--- src/rtl/mem_port_arbiter.sv ---
`default_nettype none
// ============================================================================
//  Module      : mem_port_arbiter
//  Description : Serialises split instruction/data requests onto one shared
//                memory port, data first, with a per-transaction timeout.
//  Revision    : 1.0 - initial release
// ============================================================================
module mem_port_arbiter #(
    parameter int          TIMEOUT  = 256,
    parameter logic [31:0] ERR_DATA = 32'hDEAD_BEEF
) (
    input  logic        clk,
    input  logic        reset,
    input  logic        inst_read,
    input  logic [31:0] inst_addr,
    output logic        inst_resp,
    output logic [31:0] inst_rdata,
    input  logic        data_read,
    input  logic        data_write,
    input  logic [3:0]  data_mbe,
    input  logic [31:0] data_addr,
    input  logic [31:0] data_wdata,
    output logic        data_resp,
    output logic [31:0] data_rdata,
    output logic        mem_read,
    output logic        mem_write,
    output logic [31:0] mem_addr,
    output logic [31:0] mem_wdata,
    output logic [3:0]  mem_mbe,
    input  logic [31:0] mem_rdata,
    input  logic        mem_resp,
    output logic        timeout_err
);

    localparam int                  c_CNT_W    = $clog2(TIMEOUT);
    localparam logic [c_CNT_W-1:0] c_CNT_LAST = c_CNT_W'(TIMEOUT - 1);
    localparam logic [c_CNT_W-1:0] c_CNT_ONE  = c_CNT_W'(1);

    typedef enum logic [1:0] {
        S_IDLE    = 2'd0,
        S_SERVE_I = 2'd1,
        S_SERVE_D = 2'd2,
        S_DONE    = 2'd3
    } state_t;

    state_t               r_state;
    state_t               w_next;
    logic                 r_is_data;
    logic                 r_is_write;
    logic [31:0]          r_addr;
    logic [31:0]          r_wdata;
    logic [3:0]           r_mbe;
    logic [c_CNT_W-1:0]   r_cnt;
    logic [31:0]          r_inst_rdata;
    logic [31:0]          r_data_rdata;
    logic                 r_timeout_err;
    logic                 w_data_req;
    logic                 w_expire;

    assign w_data_req = data_read | data_write;
    assign w_expire   = !mem_resp && (r_cnt == c_CNT_LAST);

    always_ff @(posedge clk or negedge reset) begin
        if (!reset) begin
            r_state <= S_IDLE;
        end else begin
            r_state <= w_next;
        end
    end

    // Strobes and responses decode purely from the registered state.
    always_comb begin
        w_next    = r_state;
        mem_read  = 1'b0;
        mem_write = 1'b0;
        inst_resp = 1'b0;
        data_resp = 1'b0;
        case (r_state)
            S_IDLE: begin
                if (w_data_req) begin
                    w_next = S_SERVE_D;
                end else if (inst_read) begin
                    w_next = S_SERVE_I;
                end
            end
            S_SERVE_I, S_SERVE_D: begin
                mem_read  = !r_is_write;
                mem_write = r_is_write;
                if (mem_resp || w_expire) begin
                    w_next = S_DONE;
                end
            end
            S_DONE: begin
                inst_resp = !r_is_data;
                data_resp = r_is_data;
                w_next    = S_IDLE;
            end
            default: w_next = S_IDLE;
        endcase
    end

    always_ff @(posedge clk or negedge reset) begin
        if (!reset) begin
            r_is_data     <= 1'b0;
            r_is_write    <= 1'b0;
            r_addr        <= 32'd0;
            r_wdata       <= 32'd0;
            r_mbe         <= 4'd0;
            r_cnt         <= '0;
            r_inst_rdata  <= 32'd0;
            r_data_rdata  <= 32'd0;
            r_timeout_err <= 1'b0;
        end else begin
            case (r_state)
                S_IDLE: begin
                    if (w_data_req) begin
                        r_is_data  <= 1'b1;
                        r_is_write <= data_write;
                        r_addr     <= data_addr;
                        r_wdata    <= data_wdata;
                        r_mbe      <= data_write ? data_mbe : 4'hF;
                        r_cnt      <= '0;
                    end else if (inst_read) begin
                        r_is_data  <= 1'b0;
                        r_is_write <= 1'b0;
                        r_addr     <= inst_addr;
                        r_wdata    <= 32'd0;
                        r_mbe      <= 4'hF;
                        r_cnt      <= '0;
                    end
                end
                S_SERVE_I, S_SERVE_D: begin
                    if (mem_resp) begin
                        if (!r_is_write) begin
                            if (r_is_data) r_data_rdata <= mem_rdata;
                            else           r_inst_rdata <= mem_rdata;
                        end
                    end else if (w_expire) begin
                        // Writes carry no read data, so only reads see ERR_DATA.
                        r_timeout_err <= 1'b1;
                        if (!r_is_write) begin
                            if (r_is_data) r_data_rdata <= ERR_DATA;
                            else           r_inst_rdata <= ERR_DATA;
                        end
                    end else begin
                        r_cnt <= r_cnt + c_CNT_ONE;
                    end
                end
                default: ;
            endcase
        end
    end

    assign mem_addr    = r_addr;
    assign mem_wdata   = r_wdata;
    assign mem_mbe     = r_mbe;
    assign inst_rdata  = r_inst_rdata;
    assign data_rdata  = r_data_rdata;
    assign timeout_err = r_timeout_err;

endmodule
`default_nettype wire

--- config.mk ---
export PLATFORM = sky130hd
export DESIGN_NAME = mem_port_arbiter
export DESIGN_NICKNAME = d
export VERILOG_FILES = /design/src/rtl/mem_port_arbiter.sv
export SDC_FILE = /design/constraint.sdc
export NUM_CORES = 1
export LEC_CHECK = 0
export ABC_AREA = 1
export CORE_MARGIN = 3
export CORE_UTILIZATION = 43
export DETAILED_ROUTE_END_ITERATION = 10
export GPL_TIMING_DRIVEN = 0
export PLACE_DENSITY = 0.87
export SYNTH_ARGS = -nofsm -noshare
export SYNTH_HDL_FRONTEND = slang
export SYNTH_SLANG_ARGS = --single-unit
--- constraint.sdc ---
create_clock -name clk -period 2.02 [get_ports clk]
set_input_delay 0.202 -clock clk [delete_from_list [all_inputs] [get_ports clk]]
set_output_delay 0.202 -clock clk [all_outputs]
set_load 0.1 [all_outputs]
Word-level counts from Yosys, hierarchy flattened
Cells that the tools add are included.
{"block": "word_totals", "register_bits": 145, "input_bits": 138, "output_inout_bits": 137, "elab_cells": 74}
{"block": "op_classes", "addsub": 1, "n_eq_ne": 8, "mux": 35, "bitwise": 4, "reduce_logical": 16}
{"op": "$mux 32", "count": 16}
{"op": "$mux 8", "count": 4}
{"op": "$pmux 8 s2", "count": 1}
{"op": "$mux 4", "count": 3}
{"op": "$reduce_and 4->1", "count": 3}
{"op": "$add 8x1->8 const B", "count": 1}
{"op": "$eq 8x8->1 const B", "count": 1}
{"op": "$mux 1", "count": 7}
{"op": "$mux 2", "count": 3}
{"op": "$ne 2x2->1 const B", "count": 3}
{"op": "$pmux 2 s3", "count": 1}
{"op": "$reduce_bool 2->1", "count": 3}
{"op": "$eq 2x2->1 const B", "count": 2}
{"op": "$reduce_and 2->1", "count": 2}
{"op": "$logic_not 1->1", "count": 3}
{"op": "$ne 3x3->1 const B", "count": 1}
{"op": "$not 1->1", "count": 3}
{"op": "$reduce_and 3->1", "count": 1}
{"op": "$eq 2x1->1 const B", "count": 1}
{"op": "$logic_not 2->1", "count": 1}
{"op": "$reduce_or 2->1", "count": 1}
{"op": "$logic_and 1x1->1", "count": 1}
{"op": "$logic_or 1x1->1", "count": 1}
{"op": "$or 1x1->1", "count": 1}

Depth between registers and ports, before layout
Gate-level depths: netlist of run 1.
{"block": "depth", "word_depth": 5, "depth_mapped": 11, "depth_no_buf": 10}

Worst setup path before layout of run 1
OpenSTA, ideal clock, no wires.
{"block": "synth_timing", "path_type": "reg2out", "startpoint": "register r_is_data", "endpoint": "output port inst_resp", "arrival_ps": 1863, "t_required_ps": 1818, "slack_ps": -45, "path_stages_with_launch": 3, "n_path_buf": 1, "cell_sequence": "dfrtp_1 clkbuf_1 nor2_1"}
{"block": "synth_via", "elab_chain_cells": 2}
{"element": "start: declaration", "line": "48", "rtl": "logic r_is_data;"}
{"element": "start signal: assignment", "line": "104", "rtl": "r_is_data <= 1'b0;"}
{"element": "start signal: assignment", "line": "117", "rtl": "r_is_data <= 1'b1;"}
{"element": "start signal: assignment", "line": "124", "rtl": "r_is_data <= 1'b0;"}
{"element": "$logic_not 1->1", "line": "94", "rtl": "inst_resp = !r_is_data;"}
{"element": "$mux 1", "line": "78", "rtl": "case (r_state)"}
{"element": "end: declaration", "line": "16", "rtl": "output logic inst_resp,"}
Every way passes these cells.

Worst setup path in the final report of run 1
{"block": "layout_timing", "startpoint": "register r_state[0]", "endpoint": "output port mem_read"}
{"block": "layout_via", "elab_chain_cells": 3, "elab_cells_between_ends": 4, "cone_classes": "2 x eq/ne; 1 x mux; 1 x reduce/logical"}
{"element": "start: declaration", "line": "46", "rtl": "state_t r_state;"}
{"element": "start signal: assignment", "line": "67", "rtl": "r_state <= w_next;"}
{"element": "$eq 2x1->1 / $eq 2x2->1 (equally long branches)", "line": "78"}
{"element": "$reduce_or 2->1 *", "line": "78"}
{"element": "$mux 1 *", "line": "78"}
{"element": "end: declaration", "line": "25", "rtl": "output logic mem_read,"}
Mark *: on every way between the ends. The rest lies on a longest branch, timed or not.

==> metrics.cfg, run 1 <==
[die]
design.die.area_um2 = 16900
floorplan.initialDensity_pct = 44.8
die_width_um = 130
die_y_um = 130
floorplan.rows = 44
design.core.area_um2 = 14800
floorplan.io_pins = 275

[final_layout]
post_route_cells_drive_above_1_share_pct = 11.2
syn2layout_area_growth_pct = 52.7
final_net_count = 1197
final.fill_count = 1202
layout_common_cells = sky130_fd_sc_hd__nand2_1 (293), sky130_fd_sc_hd__dfrtp_1 (145), sky130_fd_sc_hd__clkdlybuf4s50_1 (135)
final_common_cell = sky130_fd_sc_hd__nand2_1
layout.core_utilization_pct = 68.4
insertedDiodeCount = 0

[logic_synthesis]
post_synth_instance_area_um2 = 6610
synth_sequential_area_ratio_pct = 54.9
postSynthRegisterBits = 145
number_of_unique_standard_cell_types_used_by_synthesis = 31
postSynthNetCount = 900
synth_area_per_cell_um2 = 8.72
synth_warnings = 0
synth_cells = 758

[sta]
timing.clock.skew_ns = 0.00813
max-slew-margin-rel_pct = 31.2
final-setup-viol-count = 0
slew_viol_final = 0
tightest_slew_ns = 1.04
hold_viol = 0
finalWorstPathRequiredPeriod_ns = 1.96
max_freq_ghz = 0.511
rsz0062_at_grt = no
fin_crit_sh_pct = 96.8

[clock_network]
cts_made_buffers = 17
cts.sink_count = 145
clock_insertion_delay_worst_skew_ns = 0.42
clock_tree.root_cell = sky130_fd_sc_hd__clkbuf_16
clkSlewWorstSetupHoldPaths_ns = 0.06
cts_tree = yes
cts_htree_levels = 4
cts_buffer_depth = 2

[worst_setup_path]
cpMostUsedCell = sky130_fd_sc_hd__inv_1
critical_path.max_fanout = 10
timing.rr.end = mem_mbe[0]
critical-path-max-stage-delay_ns = 0.38
worst-r2r-cell-count = 8
setup.worst_path.class = reg -> out
critPathCapture = mem_read
crit_path_cell_trace = inv_1 > ha_4 > inv_1 > nor2_4 > buf_6 > buf_12
setup.worst_path.start = r_state[0]
r2r_slack_ns = 0.21
cp.arrival_ns = 1.75
regToRegStartpoint = r_state[0]
cp_data_required_time_ns = 1.82
crit_path_top_delay_cell = sky130_fd_sc_hd__dfrtp_1
critical_path.endpoint_type = output port
start_kind = flop

[grt]
first_pass_grt_wire_length_um = 32500
grt_pass1_vias = 6359
antenna_found_initial = 0
grt_start_max_net_pins = 89
gr-total-overflow = 0
grt.total_usage_pct = 24.7

[route]
post_route_drc_violation_count = 0
ant_nets = 0
total_via_count_after_detailed_routing = 6499
avgRoutedWirePerCell_um = 16.8
dr.pass1.iters = 5
finalWirelength_um = 21000
avgViaCountPerCell = 5.21
drtIter0Drc = 479

[run]
drv.max_cap_violation_count = 0

[placed_design]
detailed_place_hpwl_um = 15700
io_buffers = 273
last_weighted_congestion_value_of_the_routability_driven_placer = 0.863

[hold_path]
min-delay-path-class = in -> reg
whs_path_depth = 3

[run_status]
status = finished clean

[cell families (layout without fill, tap and decap cells)]
| logic type | count (synthesis) | count (layout) | synth area share (%) |
|---|---|---|---|
| DFF | 145 | 145 | 54.9 |
| and+or+nand+nor | 487 | 487 | 33.2 |
| AOI/OAI and AO/OA | 48 | 48 | 4.39 |
| buffers and inverters | 74 | 380 | 6.70 |
| adders and majority gates | 4 | 4 | 0.758 |
[stage by stage]
| stage | setup TNS, ns | worst slack [ns] | area (µm²) | cells | hold WS (ns) |
|---|---|---|---|---|---|
| finish | 0 | 0.0638 | 10100 | 1248 | 0.0696 |
| global route | 0 | 0.00899 | 10100 | 1248 | 0.0740 |
| CTS | -0.0747 | -0.0524 | 10000 | 1244 | 0.0538 |
| detailed placement | -1.94 | -0.712 | 9600 | 1216 | 0.206 |
| global placement | -727.97 | -5.02 | 9570 | 1215 | 0.449 |
| floorplan | 0 | 0.0821 | 6610 | 758 | -0.0936 |
[cells in the mapped netlist]
| library cell | n | area, µm² |
|---|---|---|
| sky130_fd_sc_hd__inv_2 | 6 | 22.5 |
| sky130_fd_sc_hd__buf_12 | 3 | 60.1 |
| sky130_fd_sc_hd__a31oi_1 | 32 | 200 |
| sky130_fd_sc_hd__buf_4 | 8 | 60.1 |
| sky130_fd_sc_hd__o21ai_1 | 8 | 40.0 |
| sky130_fd_sc_hd__nand3_2 | 2 | 20.0 |
| sky130_fd_sc_hd__a21boi_1 | 1 | 7.51 |
| sky130_fd_sc_hd__nand3_4 | 2 | 35.0 |
| sky130_fd_sc_hd__nand2_2 | 2 | 12.5 |
| sky130_fd_sc_hd__nand2_1 | 293 | 1100 |
| sky130_fd_sc_hd__dfrtp_1 | 145 | 3630 |
| sky130_fd_sc_hd__nor2_4 | 2 | 22.5 |
| sky130_fd_sc_hd__inv_1 | 13 | 48.8 |
| sky130_fd_sc_hd__nand3b_1 | 1 | 7.51 |
| sky130_fd_sc_hd__nand2_8 | 1 | 20.0 |
| sky130_fd_sc_hd__ha_1 | 4 | 50.1 |
| sky130_fd_sc_hd__nand2_4 | 1 | 11.3 |
| sky130_fd_sc_hd__o21bai_1 | 2 | 15.0 |
| sky130_fd_sc_hd__nand4_1 | 64 | 400 |
| sky130_fd_sc_hd__clkinv_1 | 1 | 3.75 |
| sky130_fd_sc_hd__buf_2 | 17 | 85.1 |
| sky130_fd_sc_hd__nor2_1 | 50 | 188 |
| sky130_fd_sc_hd__or2_2 | 25 | 156 |
| sky130_fd_sc_hd__buf_1 | 2 | 7.51 |
| sky130_fd_sc_hd__buf_6 | 8 | 90.1 |
| sky130_fd_sc_hd__nor2_2 | 1 | 6.26 |
| sky130_fd_sc_hd__nand3_1 | 43 | 215 |
| sky130_fd_sc_hd__inv_6 | 1 | 8.76 |
| sky130_fd_sc_hd__clkbuf_1 | 15 | 56.3 |
| sky130_fd_sc_hd__o21ai_0 | 4 | 20.0 |
| sky130_fd_sc_hd__o211ai_1 | 1 | 7.51 |
[critical path: cells and delay by family, from the launching register on]
kind,cells,cell delay [ns]
simple gates,1,0.15
fa+ha+maj,1,0.29
buf+inv,4,0.51
flops,1,0.38
[routing by layer]
metal / global-route usage (%) / wire (µm)
met1: 28.7 / 8090
met2: 42.0 / 10200
met3: 8.31 / 2020
met4: 10.5 / 617
met5: 0 / 0
[layout make-up]
type | count | area (µm²) | area share [%]
clock buffers | 18 | 439 | 4.35
repair buffers | 279 | 2640 | 26.2
clock inverters | 10 | 139 | 1.38
plain buffers | 52 | 372 | 3.68
flip-flops and latches | 145 | 3630 | 36.0
well taps | 184 | 230 | 2.28
multi-input cells | 539 | 2550 | 25.3
inverters | 21 | 83.8 | 0.831
[how the worst min path moves through the flow]
stage                      from             end
finish                 mem_resp   data_rdata[8]
global route           mem_resp  data_rdata[22]
floorplan                 reset   data_rdata[0]
global placement    timeout_err     timeout_err
CTS                    mem_resp   data_rdata[8]
detailed placement        reset  inst_rdata[23]
[state kept, by name, indices dropped and copies added, names as in the netlist]
name and count:
data_rdata 32, inst_rdata 32, mem_addr 32, mem_mbe 4
mem_wdata 32, r_cnt 8, r_is_data 1, r_is_write 1
r_state 2, timeout_err 1
[repair_timing]
action	CTS	global route
pin swaps	0	1
setup buffers	0	4
gates resized for setup	163	6
setup endpoints to repair	137	5
hold buffers	1	0
hold endpoints to repair	57	0
Power of run 1 is not shown: default switching activity piles up to over one toggle a cycle in this logic, so the estimate is an artifact.
==> run 2: changes to the inputs <==
--- a/config.mk
+++ b/config.mk
@@ -6,11 +6,12 @@
 export NUM_CORES = 1
 export LEC_CHECK = 0
 export ABC_AREA = 1
-export CORE_MARGIN = 3
 export CORE_UTILIZATION = 43
+export CTS_CLUSTER_SIZE = 28
 export DETAILED_ROUTE_END_ITERATION = 10
 export GPL_TIMING_DRIVEN = 0
 export PLACE_DENSITY = 0.87
+export SLEW_MARGIN = 40
 export SYNTH_ARGS = -nofsm -noshare
 export SYNTH_HDL_FRONTEND = slang
 export SYNTH_SLANG_ARGS = --single-unit
==> run 2 against run 1 <==
Effect of this change: sequential share of layout area rose by 1.6 points; flip-flop and latch count stayed put; largest cell class unchanged; first-iteration DRC count up 0.84%; highest routed layer unchanged; clock skew shrank 0.00066 ns; critical endpoint unchanged; via count rose by 0.49%; cell count grew 0.16%; core utilization shrank 3.0 points; die area shrank 6.1%; clock-buffer cell count increased by 4; setup slack improved by 0.011 ns.
==> metrics.cfg, run 2 (synthesis results as in run 1) <==
[hold_path]
min-delay-path-class = in -> reg

[placed_design]
detailed_place_hpwl_um = 15100  ; -3.7%
last_weighted_congestion_value_of_the_routability_driven_placer = 0.856  ; -0.86%
io_buffers = 273  ; unchanged
detailedPlace.worstSlack_ns = -0.0247  ; +0.687 ns

[final_layout]
insertedDiodeCount = 0  ; unchanged
multi_input_area_um2 = 2550  ; unchanged
syn2layout_area_growth_pct = 46.0
final_net_count = 1195  ; -0.17%
layout_common_cells = sky130_fd_sc_hd__nand2_1 (293), sky130_fd_sc_hd__buf_2 (148), sky130_fd_sc_hd__dfrtp_1 (145)
final_common_cell = sky130_fd_sc_hd__nand2_1
final.fill_count = 1191  ; -0.92%
layout.core_utilization_pct = 65.4  ; -3.0 points
post_route_cells_drive_above_1_share_pct = 23.7  ; +13 points
seqCellArea_um2 = 3630  ; unchanged

[route]
post_route_drc_violation_count = 0  ; unchanged
met1_wire_length_um = 7790  ; -3.7%
met2RoutedLength_um = 10000  ; -1.8%
routed.top_layer = met4
drtIter0Drc = 483  ; +0.84%
dr.pass1.iters = 7  ; +2
total_via_count_after_detailed_routing = 6531  ; +0.49%
avgRoutedWirePerCell_um = 16.0  ; -4.9%
met3_wirelength_um = 1750  ; -13%
avgViaCountPerCell = 5.22  ; +0.33%
ant_nets = 0  ; unchanged
finalWirelength_um = 20000  ; -4.7%

[grt]
grt_start_max_net_pins = 67  ; -25%
gr-total-overflow = 0  ; unchanged
antenna_found_initial = 0  ; unchanged
grt.total_usage_pct = 26.2  ; +1.5 points
grt_pass1_vias = 6330  ; -0.46%
first_pass_grt_wire_length_um = 32200  ; -1.2%

[die]
die_y_um = 126  ; -3.1%
floorplan.initialDensity_pct = 44.8  ; unchanged
die_width_um = 126  ; -3.1%
design.core.area_um2 = 14800  ; unchanged
floorplan.io_pins = 275  ; unchanged
design.die.area_um2 = 15900  ; -6.1%
floorplan.rows = 44  ; unchanged

[sta]
tightest_slew_ns = 0.573  ; -0.463 ns
timing.clock.skew_ns = 0.00747  ; -0.000657 ns
fin_ws_ns = 0.0746  ; +0.0108 ns
hold_viol = 0  ; unchanged
hold_slack_ns = 0.0668  ; -0.00280 ns
max-slew-margin-rel_pct = 61.6  ; +30 points
slew_viol_final = 0  ; unchanged
fin_crit_sh_pct = 96.3  ; -0.54 points
max_freq_ghz = 0.514  ; +0.56%
rsz0062_at_grt = no
finalWorstPathRequiredPeriod_ns = 1.95  ; -0.0108 ns
final-setup-viol-count = 0  ; unchanged

[clock_network]
cts_made_buffers = 17  ; unchanged
clock_insertion_delay_worst_skew_ns = 0.42  ; about the same
cts.sink_count = 145  ; unchanged
cts_htree_levels = 4  ; unchanged
clkSlewWorstSetupHoldPaths_ns = 0.06  ; about the same
cts_tree = yes
cts_buffer_depth = 2  ; unchanged
clock_tree.root_cell = sky130_fd_sc_hd__clkbuf_16

[worst_setup_path]
r2r_slack_ns = 0.20  ; about the same
cp_data_required_time_ns = 1.82  ; about the same
setup.worst_path.start = r_state[0]
critical_path.endpoint_type = output port
setup.worst_path.class = reg -> out
start_kind = flop
cp.arrival_ns = 1.74  ; about the same
timing.rr.end = mem_wdata[17]
crit_path_top_delay_cell = sky130_fd_sc_hd__dfrtp_1
cpMostUsedCell = sky130_fd_sc_hd__inv_1
critPathCapture = mem_read
crit_path_cell_trace = inv_1 > ha_4 > inv_1 > nor2_4 > buf_4 > buf_12
worst-r2r-cell-count = 9  ; +1
critical-path-max-stage-delay_ns = 0.37  ; about the same
regToRegStartpoint = r_state[0]
critical_path.max_fanout = 10  ; unchanged

[run]
drv.max_cap_violation_count = 0  ; unchanged

[run_status]
status = finished clean

[run 2: worst max-delay path, delay by kind of cell (launching register included)]
family,cells,cell delay [ns]
fa+ha+maj,1,0.29
flops,1,0.37
buf+inv,4,0.54
simple gates,1,0.12
[run 2: worst min path at each step]
stage | endpoint | slack [ns] | start | cells past startpoint
floorplan | data_rdata[0] | -0.09 | reset | 0
global placement | timeout_err | 0.45 | timeout_err | 2
detailed placement | data_rdata[23] | 0.08 | reset | 1
CTS | data_rdata[8] | 0.05 | mem_resp | 3
global route | data_rdata[4] | 0.05 | mem_resp | 3
finish | data_rdata[4] | 0.07 | mem_resp | 3
[run 2: cell type report]
type / count / area share, %
multi-input cells: 539 / 26.5
flip-flops and latches: 145 / 37.6
inverters: 21 / 0.869
clock buffers: 22 / 4.92
repair buffers: 277 / 22.4
well taps: 184 / 2.39
clock inverters: 10 / 1.53
plain buffers: 52 / 3.81
[run 2: metrics by stage]
step           std cells  TNS (ns)  cell area, µm²
2_1_floorplan        758         0            6610
3_3_place_gp        1215   -738.43            9570
3_5_place_dp        1217   -0.0247            8950
4_1_cts             1250         0            9640
5_1_grt             1250         0            9640
6_report            1250         0            9640
[run 2: what timing repair did]
action	in CTS	in global routing
pin swaps	1	0
hold buffers	1	0
buffers inserted	1	0
endpoints found under the setup margin	3	2
hold endpoints to repair	79	0
resized for setup	15	3
[run 2: metal layers]
layer | up-vias | GRT usage (%)
li1 | 3094 | -
met1 | 3068 | 31.3
met2 | 336 | 45.1
met3 | 33 | 7.43
met4 | 0 | 9.64
met5 | - | 0
Power of run 2 is left out for the same reason.
==> run 3: changes to the inputs <==
--- a/config.mk
+++ b/config.mk
@@ -6,11 +6,12 @@
 export NUM_CORES = 1
 export LEC_CHECK = 0
 export ABC_AREA = 1
-export CORE_UTILIZATION = 43
+export CORE_UTILIZATION = 40
+export CTS_CLUSTER_DIAMETER = 40
 export CTS_CLUSTER_SIZE = 28
 export DETAILED_ROUTE_END_ITERATION = 10
 export GPL_TIMING_DRIVEN = 0
-export PLACE_DENSITY = 0.87
+export PLACE_DENSITY = 0.83
 export SLEW_MARGIN = 40
 export SYNTH_ARGS = -nofsm -noshare
 export SYNTH_HDL_FRONTEND = slang
==> run 3 against run 2 <==
Effect of this change: global-route usage shrank 1.7 points; hold slack gained 0.0051 ns; critical path depth is the same; wire length grew 2.1%; die area grew 7.4%; non-clock buffer count is the same; first-iteration DRC count shrank 13%; sequential share of layout area shrank 0.19 points; final area grew 0.51%.
==> metrics.cfg, run 3 (synthesis results as in run 1) <==
[placed_design]
last_weighted_congestion_value_of_the_routability_driven_placer = 0.880  ; +2.8%
detailed_place_hpwl_um = 15400  ; +1.9%
dpl.cell_count = 1249  ; +2.6%
io_buffers = 273  ; unchanged

[die]
floorplan.initialDensity_pct = 41.3  ; -3.5 points
die_y_um = 131  ; +3.6%
floorplan.io_pins = 275  ; unchanged
design.core.area_um2 = 16000  ; +8.4%
die_width_um = 131  ; +3.6%
design.die.area_um2 = 17000  ; +7.4%
floorplan.rows = 46  ; +4.5%

[worst_setup_path]
setup.worst_path.start = r_state[0]
r2r_slack_ns = 0.24  ; +0.04 ns
critical_path.endpoint_type = output port
setup.worst_path.class = reg -> out
worst-r2r-cell-count = 9  ; unchanged
crit_path_top_delay_cell = sky130_fd_sc_hd__dfrtp_1
cp_data_required_time_ns = 1.82  ; about the same
critical-path-max-stage-delay_ns = 0.37  ; about the same
critical_path.max_fanout = 10  ; unchanged
crit_path_cell_trace = inv_1 > ha_4 > inv_1 > nor2_4 > buf_6 > buf_12
cpMostUsedCell = sky130_fd_sc_hd__inv_1
cp.arrival_ns = 1.72  ; -0.02 ns
start_kind = flop
regToRegStartpoint = r_state[0]

[grt]
grt_start_max_net_pins = 68  ; +1.5%
antenna_found_initial = 0  ; unchanged
grt_pass1_vias = 6278  ; -0.82%
grt.total_usage_pct = 24.5  ; -1.7 points
first_pass_grt_wire_length_um = 31900  ; -0.82%
gr-total-overflow = 0  ; unchanged

[clock_network]
cts_htree_levels = 4  ; unchanged
cts_tree = yes
clkSlewWorstSetupHoldPaths_ns = 0.06  ; about the same
cts.sink_count = 145  ; unchanged
clock_insertion_delay_worst_skew_ns = 0.42  ; about the same
clock_tree.root_cell = sky130_fd_sc_hd__clkbuf_16
cts_buffer_depth = 2  ; unchanged
cts_made_buffers = 17  ; unchanged

[sta]
rsz0062_at_grt = no
timing.clock.skew_ns = 0.00860  ; +0.00113 ns
slew_viol_final = 0  ; unchanged
fin_crit_sh_pct = 95.3  ; -1.1 points
max-slew-margin-rel_pct = 59.3  ; -2.3 points
max_freq_ghz = 0.520  ; +1.1%
finalWorstPathRequiredPeriod_ns = 1.92  ; -0.0213 ns
tightest_slew_ns = 0.608  ; +0.0345 ns
final-setup-viol-count = 0  ; unchanged
hold_viol = 0  ; unchanged

[hold_path]
min-delay-path-class = in -> reg
timing.hold.worst.start = mem_resp
whs_path_depth = 3  ; unchanged

[final_layout]
final_common_cell = sky130_fd_sc_hd__nand2_1
syn2layout_area_growth_pct = 46.7
final.fill_count = 1405  ; +18%
final_net_count = 1195  ; unchanged
final-instance-count-excl-fill = 1280  ; +2.4%
post_route_cells_drive_above_1_share_pct = 23.7  ; -0.049 points
insertedDiodeCount = 0  ; unchanged
layout_common_cells = sky130_fd_sc_hd__nand2_1 (293), sky130_fd_sc_hd__buf_2 (149), sky130_fd_sc_hd__dfrtp_1 (145)

[route]
met2RoutedLength_um = 10200  ; +2.0%
finalWirelength_um = 20400  ; +2.1%
routed.top_layer = met4
total_via_count_after_detailed_routing = 6412  ; -1.8%
met3_wirelength_um = 1670  ; -4.5%
dr.pass1.iters = 5  ; -2
met1_wire_length_um = 7930  ; +1.8%
avgViaCountPerCell = 5.01  ; -4.1%
avgRoutedWirePerCell_um = 15.9  ; -0.30%
post_route_drc_violation_count = 0  ; unchanged
drtIter0Drc = 421  ; -13%
ant_nets = 0  ; unchanged

[run]
drv.max_cap_violation_count = 0  ; unchanged

[run_status]
status = finished clean

[run 3: changes by cell type in the layout (fill, tap and decap cells not counted), sizes merged]
cell	delta
clkinv	+1
clkbuf	-1
bufinv	+1
clkinvlp	-1
inv	-2
[run 3: repair_timing]
action / 4_1_cts / 5_1_grt
setup buffers: 1 / 0
endpoints found under the setup margin: 3 / 2
resized for setup: 12 / 3
pin swaps: 1 / 0
endpoints found under the hold margin: 145 / 0
hold buffers: 1 / 0
[run 3: area by class of cell]
cell class	count	area, µm²	share of cell area (%)
timing repair buffer	277	2150	22.2
clock buffer	21	480	4.96
inverter	21	83.8	0.865
clock inverter	9	154	1.59
tap	216	270	2.79
sequential	145	3630	37.4
multi-input combinational	539	2550	26.4
buffer	52	372	3.83
[run 3: path summary, 6_finish.rpt]
check,endpoint
max,mem_read
min,data_rdata[22]
max reg2reg,mem_wdata[23]
min reg2reg,timeout_err
max in group asynchronous,mem_addr[1]
min in group asynchronous,inst_rdata[24]
[run 3: per-stage QoR]
stage | area (µm²) | hold WS, ns | setup TNS (ns) | setup slack [ns] | util [%]
2_1_floorplan | 6610 | -0.0936 | 0 | 0.0821 | -
3_3_place_gp | 9610 | 0.449 | -744.62 | -5.14 | 60.1
3_5_place_dp | 8990 | 0.0493 | 0 | 0.0307 | 56.2
4_1_cts | 9670 | 0.0528 | 0 | 0.0389 | 60.5
5_1_grt | 9690 | 0.0819 | 0 | 0.0234 | 60.6
6_report | 9690 | 0.0719 | 0 | 0.0959 | 60.6
[run 3: layer usage]
layer | GRT usage (%) | vias up
met1 | 28.9 | 3016
li1 | - | 3093
met2 | 42.6 | 267
met3 | 6.19 | 36
met4 | 10.3 | 0
met5 | 0 | -
[run 3: critical path, delay by kind of cell (launching register included)]
family                     cells  cell delay, ns
buffers and inverters          4            0.51
DFF                            1            0.37
adders and majority gates      1            0.29
and+or+nand+nor                1            0.14
Power of run 3 is left out for the same reason.
